File: src/rtl/multicycle_control.sv
// Multi-cycle MIPS sequencer: steps the shared ALU, unified memory and register file
// through fetch/decode/execute/memory/write-back, stalling on the memory-ready handshake.
module multicycle_control #(
    parameter logic [1:0] RA_SEL = 2'b10
) (
    input  logic       clk,
    input  logic       reset,
    input  logic [5:0] OP,
    input  logic       mem_ready,
    output logic       PCWrite,
    output logic       PCWriteCond,
    output logic       BranchNE,
    output logic       IorD,
    output logic       MemRead,
    output logic       MemWrite,
    output logic       IRWrite,
    output logic [1:0] RegDst,
    output logic [1:0] MemtoReg,
    output logic       RegWrite,
    output logic       ALUSrcA,
    output logic [1:0] ALUSrcB,
    output logic [2:0] ALUOp,
    output logic [1:0] PCSource,
    output logic       instr_done,
    output logic       illegal_op
);

    localparam logic [3:0] S_IDLE      = 4'd0;
    localparam logic [3:0] S_FETCH     = 4'd1;
    localparam logic [3:0] S_DECODE    = 4'd2;
    localparam logic [3:0] S_MEM_ADDR  = 4'd3;
    localparam logic [3:0] S_MEM_READ  = 4'd4;
    localparam logic [3:0] S_MEM_WB    = 4'd5;
    localparam logic [3:0] S_MEM_WRITE = 4'd6;
    localparam logic [3:0] S_EXEC_R    = 4'd7;
    localparam logic [3:0] S_R_WB      = 4'd8;
    localparam logic [3:0] S_EXEC_I    = 4'd9;
    localparam logic [3:0] S_I_WB      = 4'd10;
    localparam logic [3:0] S_BRANCH    = 4'd11;
    localparam logic [3:0] S_JUMP      = 4'd12;

    localparam logic [5:0] OP_RTYPE = 6'h00;
    localparam logic [5:0] OP_J     = 6'h02;
    localparam logic [5:0] OP_JAL   = 6'h03;
    localparam logic [5:0] OP_BEQ   = 6'h04;
    localparam logic [5:0] OP_BNE   = 6'h05;
    localparam logic [5:0] OP_ADDI  = 6'h08;
    localparam logic [5:0] OP_ANDI  = 6'h0c;
    localparam logic [5:0] OP_ORI   = 6'h0d;
    localparam logic [5:0] OP_LUI   = 6'h0f;
    localparam logic [5:0] OP_LW    = 6'h23;
    localparam logic [5:0] OP_SW    = 6'h2b;

    logic [3:0] r_state;
    logic [3:0] w_state_next;
    logic [3:0] w_decode_next;
    logic       w_op_illegal;
    logic [5:0] r_op_q;

    // NOTE: sequential state uses non-blocking assignments so every flop samples
    // pre-edge values; reset here is synchronous, so it lives inside the clocked branch.
    always_ff @(posedge clk) begin
        if (reset) begin
            r_state <= S_IDLE;
            r_op_q  <= 6'h00;
        end else begin
            r_state <= w_state_next;
            if (r_state == S_DECODE) begin
                r_op_q <= OP;
            end
        end
    end

    // NOTE: every signal written in a combinational block gets a default first,
    // otherwise an unassigned path would infer a latch.
    always_comb begin
        w_decode_next = S_FETCH;
        w_op_illegal  = 1'b0;
        case (OP)
            OP_RTYPE:                        w_decode_next = S_EXEC_R;
            OP_ADDI, OP_ORI, OP_ANDI, OP_LUI: w_decode_next = S_EXEC_I;
            OP_LW, OP_SW:                    w_decode_next = S_MEM_ADDR;
            OP_BEQ, OP_BNE:                  w_decode_next = S_BRANCH;
            OP_J, OP_JAL:                    w_decode_next = S_JUMP;
            default:                         w_op_illegal  = 1'b1;
        endcase
    end

    always_comb begin
        w_state_next = S_FETCH;
        case (r_state)
            S_IDLE:      w_state_next = S_FETCH;
            S_FETCH:     w_state_next = mem_ready ? S_DECODE : S_FETCH;
            S_DECODE:    w_state_next = w_decode_next;
            S_EXEC_R:    w_state_next = S_R_WB;
            S_EXEC_I:    w_state_next = S_I_WB;
            S_MEM_ADDR:  w_state_next = (r_op_q == OP_LW) ? S_MEM_READ : S_MEM_WRITE;
            S_MEM_READ:  w_state_next = mem_ready ? S_MEM_WB : S_MEM_READ;
            S_MEM_WRITE: w_state_next = mem_ready ? S_FETCH : S_MEM_WRITE;
            default:     w_state_next = S_FETCH;
        endcase
    end

    always_comb begin
        PCWrite     = 1'b0;
        PCWriteCond = 1'b0;
        BranchNE    = 1'b0;
        IorD        = 1'b0;
        MemRead     = 1'b0;
        MemWrite    = 1'b0;
        IRWrite     = 1'b0;
        RegDst      = 2'b00;
        MemtoReg    = 2'b00;
        RegWrite    = 1'b0;
        ALUSrcA     = 1'b0;
        ALUSrcB     = 2'b00;
        ALUOp       = 3'b000;
        PCSource    = 2'b00;
        instr_done  = 1'b0;
        illegal_op  = 1'b0;
        case (r_state)
            S_FETCH: begin
                MemRead = 1'b1;
                ALUSrcB = 2'b01;
                ALUOp   = 3'b100;
                IRWrite = mem_ready;
                PCWrite = mem_ready;
            end
            S_DECODE: begin
                ALUSrcB    = 2'b11;
                ALUOp      = 3'b100;
                illegal_op = w_op_illegal;
            end
            S_EXEC_R: begin
                ALUSrcA = 1'b1;
                ALUOp   = 3'b111;
            end
            S_R_WB: begin
                RegDst     = 2'b01;
                RegWrite   = 1'b1;
                instr_done = 1'b1;
            end
            S_EXEC_I: begin
                ALUSrcA = 1'b1;
                ALUSrcB = 2'b10;
                case (r_op_q)
                    OP_ORI:  ALUOp = 3'b101;
                    OP_ANDI: ALUOp = 3'b110;
                    OP_LUI:  ALUOp = 3'b000;
                    default: ALUOp = 3'b100;
                endcase
            end
            S_I_WB: begin
                RegWrite   = 1'b1;
                instr_done = 1'b1;
            end
            S_MEM_ADDR: begin
                ALUSrcA = 1'b1;
                ALUSrcB = 2'b10;
                ALUOp   = 3'b100;
            end
            S_MEM_READ: begin
                MemRead = 1'b1;
                IorD    = 1'b1;
            end
            S_MEM_WB: begin
                MemtoReg   = 2'b01;
                RegWrite   = 1'b1;
                instr_done = 1'b1;
            end
            S_MEM_WRITE: begin
                MemWrite   = 1'b1;
                IorD       = 1'b1;
                instr_done = mem_ready;
            end
            S_BRANCH: begin
                ALUSrcA     = 1'b1;
                ALUOp       = 3'b001;
                PCWriteCond = 1'b1;
                PCSource    = 2'b01;
                BranchNE    = (r_op_q == OP_BNE);
                instr_done  = 1'b1;
            end
            S_JUMP: begin
                PCWrite    = 1'b1;
                PCSource   = 2'b10;
                instr_done = 1'b1;
                // $31 gets the PC already advanced to PC+4 during FETCH.
                if (r_op_q == OP_JAL) begin
                    RegDst   = RA_SEL;
                    MemtoReg = 2'b10;
                    RegWrite = 1'b1;
                end
            end
            default: ;
        endcase
    end

endmodule

File: config.mk
export PLATFORM = sky130hd
export DESIGN_NAME = multicycle_control
export DESIGN_NICKNAME = d
export VERILOG_FILES = /design/src/rtl/multicycle_control.sv
export SDC_FILE = /design/constraint.sdc
export NUM_CORES = 1
export LEC_CHECK = 0
export BUFFER_PORTS_ARGS = -buffer_cell sky130_fd_sc_hd__clkbuf_2
export CORE_UTILIZATION = 53
export CTS_BUF_LIST = sky130_fd_sc_hd__clkbuf_16
export CTS_CLUSTER_SIZE = 25
export DETAILED_ROUTE_END_ITERATION = 7
export GPL_TIMING_DRIVEN = 0
export PLACE_DENSITY = 0.91
export SYNTH_ARGS = -nofsm -noshare
export SYNTH_HDL_FRONTEND = slang
export SYNTH_SLANG_ARGS = --single-unit
File: constraint.sdc
create_clock -name clk -period 4.7 [get_ports clk]
set_input_delay 0.94 -clock clk [delete_from_list [all_inputs] [get_ports clk]]
set_output_delay 0.94 -clock clk [all_outputs]
set_load 0.1 [all_outputs]
Word level (Yosys, flattened, before mapping)
Index checks and enable logic that the tools add are counted.
{ "classes": {"n_eq_ne": 28, "muxes": 26, "n_reduce_logical": 13} }
{ "ops": {"columns": ["operator", "count"], "rows": [
  ["$eq A6 B4 Y1 const B", 7],
  ["$pmux W4 S7", 1],
  ["$eq A4 B4 Y1 const B", 5],
  ["$pmux W4 S5", 1],
  ["$eq A6 B2 Y1 const B", 3],
  ["$eq A6 B3 Y1 const B", 3],
  ["$eq A6 B6 Y1 const B", 3],
  ["$eq A4 B3 Y1 const B", 4],
  ["$pmux W2 S2", 3],
  ["$pmux W3 S4", 1],
  ["$reduce_or A2 Y1", 6],
  ["$mux W1", 11],
  ["$reduce_or A11 Y1", 1],
  ["$pmux W3 S3", 1],
  ["$eq A4 B2 Y1 const B", 2],
  ["$reduce_or A4 Y1", 2],
  ["$logic_not A6 Y1", 1],
  ["$mux W2", 3],
  ["$pmux W1 S2", 3],
  ["$pmux W2 S3", 1],
  ["$reduce_or A3 Y1", 2],
  ["$reduce_or A5 Y1", 1],
  ["$eq A4 B1 Y1 const B", 1],
  ["$mux W3", 1]
]} }
{ "word_totals": {"reg_bits": 10, "input_bits": 9, "output_inout_bits": 22, "wordCells": 69} }

Depth between registers and ports, before layout
{ "depth": {"word_depth": 4, "mapped_depth": 6, "ltp_nobuf": 4} }

Worst setup path before layout
OpenSTA, ideal clock, no wires.
{ "synth_path": {"path_kind": "register -> output", "from": "register r_state[2]", "to": "output port instr_done", "arrival_ns": 4.809, "required_ns": 3.760, "setup_slack_ns": -1.049, "path_stages_with_launch": 5, "n_path_buf": 1, "path_cell_list": "dfxtp_1 > clkbuf_1 > nor3b_1 > a21boi_0 > a21oi_1"} }
{ "synth_via": {"elab_chain_len": 3, "word_cells_on_any_way": 8, "classes_between": "eq/ne: 6; mux: 1; reduce/logical: 1"} }
{ "synth_lines": {"columns": ["item", "line", "source"], "rows": [
  ["start: declaration", "54", "logic [3:0] r_state;"],
  ["start signal: assignment", "67", "r_state <= w_state_next;"],
  ["$eq A4 B4 Y1 or $eq A4 B3 Y1 (tied branches)", "121", "case (r_state)"],
  ["$reduce_or A5 Y1 (no source line)", null, null],
  ["$pmux W1 S2 *", "121", null],
  ["end: declaration", "24", "output logic instr_done,"]
]} }
Every way passes the cells marked *; elsewhere a longest branch is shown, timed or not.

Worst setup path in the final report
{ "layout_path": {"from": "input port OP[1]", "to": "output port illegal_op"} }
{ "layout_via": {"elab_chain_len": 4, "word_cells_on_any_way": 14, "classes_between": "eq/ne: 10; mux: 2; reduce/logical: 2"} }
{ "layout_lines": {"columns": ["item", "line", "source"], "rows": [
  ["start: declaration", "8", "input logic [5:0] OP,"],
  ["$eq A6 B2 Y1 (tied with other cells)", "79", "case (OP)"],
  ["$reduce_or A11 Y1 (no source line) *", null, null],
  ["$mux W1 *", "79", null],
  ["$mux W1 *", "121", null],
  ["end: declaration", "25", "output logic illegal_op"]
]} }
Marked as above.

==> impl_metrics.toml <==
[timing]
fmax_mhz = 320
setup_tns_ps = 0
fin_crit_sh_pct = 66.5
fin_skew_ps = 4.57
relSlewSlack_pct = 53.6
drv_slew = 0
hold_viol_final = 0
rsz0062_at_grt = "false"
worstMarginPinSlew_ps = 691
setup-violations-final = 0
hold_ws_ps = 487
period_needed_ps = 3130

[synthesis]
synth_most_common_cell = "nand2_1"
synthCells = 130
synth_common_cells = "nand2_1 (17), a21oi_1 (12), nor2_1 (12), dfxtp_1 (10)"
synthesis.nets = 139
synth_cell_type_count = 40
synth_area_leaders = "dfxtp_1 (22%), nand2_1 (7.0%), a21oi_1 (6.6%)"
synth_area_um2 = 908
synth_top_area_share_pct = 22.0
ys_seq_area_share_pct = 22.0
synth_warnings = 0
ys_ff_latch = 10
async_flop_share_pct = 0
synth_edf_count = 0
yosysTopAreaCell = "dfxtp_1"
synth.avg_cell_area_um2 = 6.99
synth-main-ff-cell = "dfxtp_1"

[cells_and_area]
n_antenna_cell = 0
drive_gt1_share_pct = 23.5
area_growth_pct = 27.4
multi_input_area_um2 = 654
nFillCells = 129
seqCellArea_um2 = 200
fin_nets = 172

[min_path]
min_to = "r_op_q[4]"
holdCritPathClass = "flop to flop"
hold_depth = 2
hold_start = "r_op_q[4]"

[setup_path]
cp_slowest_stage_delay_ps = 440
end_kind = "output pin"
reg2reg_depth = 5
cp_slowest_cell = "clkbuf_2"
critPathLaunch = "OP[1]"
rrSetupSlack_ps = 3000
crit_chain = "clkbuf_1 -> mux2i_1 -> a2bb2oi_1 -> o21a_1 -> clkbuf_2"
start_kind = "primary input"
critPathArrivalTime_ps = 2190
rr_endpoint = "r_state[0]"
required_ps = 3760
critPathKind = "primary input to output pin"
path_max_fanout = 9
r2r-start = "r_state[2]"

[clocking]
clock_latency_ps = 240
cts_buffers = 3
cts-root-buf = "clkbuf_16"
path_clk_slew_ps = 40
cts_tree = "built"
cts_max_level = 1
cts.sinks = 10
post_cts_buffers = 0
post_cts_resized = 0
cts_buffer_depth = 2
hold_buffers = 0

[placed_design]
gp_congestion = 0.911
detailedPlacementHpwl_um = 1830
io_buffers = 28

[die]
ios = 31
fp.dieW_um = 43.4
start_util_pct = 58.3
die_area_um2 = 1880
fp-row-count = 14
core_um2 = 1560
die_h_um = 43.4

[routing]
drc = 8
first_pass_iters = 6
postRouteAntennaNets = 0
drt-vias-per-instance = 6.13
num_vias = 1091
drtIter0Drc = 39
wirelength_um = 2540
routedWlPerCell_um = 14.3

[run_status]
outcome = "complete, but fails checks"
violations = "design-rule violations"

[power]
irDropWorstVdd_mv = 0.256
p_leak_uw = 0.000486
power_density_nw_per_um2 = 290

[global_route]
grt_pass1_wl_um = 4120
grt_usage_pct = 29.2
grt_pass1_vias = 922
grt_start_max_net_pins = 11
grt.overflow.total = 0
antenna_found_initial = 0

[run]
max_cap_viol_count = 0
## area by class of cell
cell class	instances	share of cell area, %
buffer	10	4.54
clock buffer	3	6.49
clock inverter	1	0.324
inverter	3	0.973
multi-input combinational	107	56.5
sequential	10	17.3
tap	16	1.73
timing repair buffer	28	12.1
## routing by layer
| metal | wire, um | global-route usage, % |
|---|---|---|
| met2 | 1300 | 48.5 |
| met3 | 111 | 2.92 |
| met5 | 0 | 0 |
| met4 | 64 | 16.9 |
| met1 | 1070 | 36.9 |
## how the worst max path moves through the flow
stage | slack [ps] | cells after the start | to
6_report | 1570 | 5 | illegal_op
5_1_grt | 1460 | 5 | illegal_op
4_1_cts | 1550 | 5 | illegal_op
3_5_place_dp | 1560 | 5 | illegal_op
3_3_place_gp | 1600 | 5 | illegal_op
2_1_floorplan | 80 | 4 | instr_done
## through the flow
stage | setup WS (ps) | total power (uW) | instance area [um2] | util, % | instances
CTS | 1550 | 334 | 1160 | 74.2 | 178
global placement | 1600 | 182 | 1080 | 69.2 | 174
floorplan | 81.1 | 166 | 918 | - | 130
finish | 1570 | 335 | 1160 | 74.2 | 178
detailed placement | 1560 | 184 | 1080 | 69.2 | 174
global route | 1460 | 346 | 1160 | 74.2 | 178
## logic make-up (layout without fill, tap and decap cells)
family,after synthesis,in the layout,share of synthesized area (%)
DFF,10,10,22.0
buffers and inverters,13,45,7.02
muxes,3,3,3.31
and+or+nand+nor,66,66,39.8
AOI/OAI and AO/OA,38,38,27.8
## report_power, final
group	internal, uW	leakage, uW	switching, uW	total, uW
clock network	112	0.0000385	40.1	152
registers	87.4	0.0000810	1.86	89.2
logic	22.8	0.000366	71.7	94.5
total	222	0.000486	114	335
## placed cells by master (no fill, tap or decap), types with 2 or more instances in the layout
| master | Yosys | layout |
|---|---|---|
| nand3b_1 | 2 | 2 |
| nor3_1 | 5 | 4 |
| nand4b_1 | 2 | 2 |
| o21a_1 | 2 | 2 |
| a21oi_1 | 12 | 12 |
| a21boi_0 | 4 | 4 |
| mux2i_1 | 3 | 3 |
| dfxtp_1 | 10 | 10 |
| o21ai_0 | 5 | 5 |
| buf_6 | 2 | 2 |
| nor2b_1 | 6 | 6 |
| o22ai_1 | 2 | 2 |
| nand2_1 | 17 | 17 |
| clkbuf_1 | 7 | 7 |
| inv_1 | 3 | 3 |
| clkbuf_16 | 0 | 3 |
| a2bb2oi_1 | 2 | 2 |
| and3_1 | 5 | 5 |
| nor2_1 | 12 | 12 |
| nand2b_1 | 7 | 7 |
| clkbuf_2 | 0 | 28 |
## state kept, by name (all words and copies together), names as in the netlist
signal / count
r_op_q: 6
r_state: 4
## critical path, delay by kind of cell
family	cells	cell delay [ps]
AO/OA/AOI/OAI	2	280
buffers and inverters	2	730
multiplexers	1	230
Note: power is estimated with default switching activity, not from simulation.
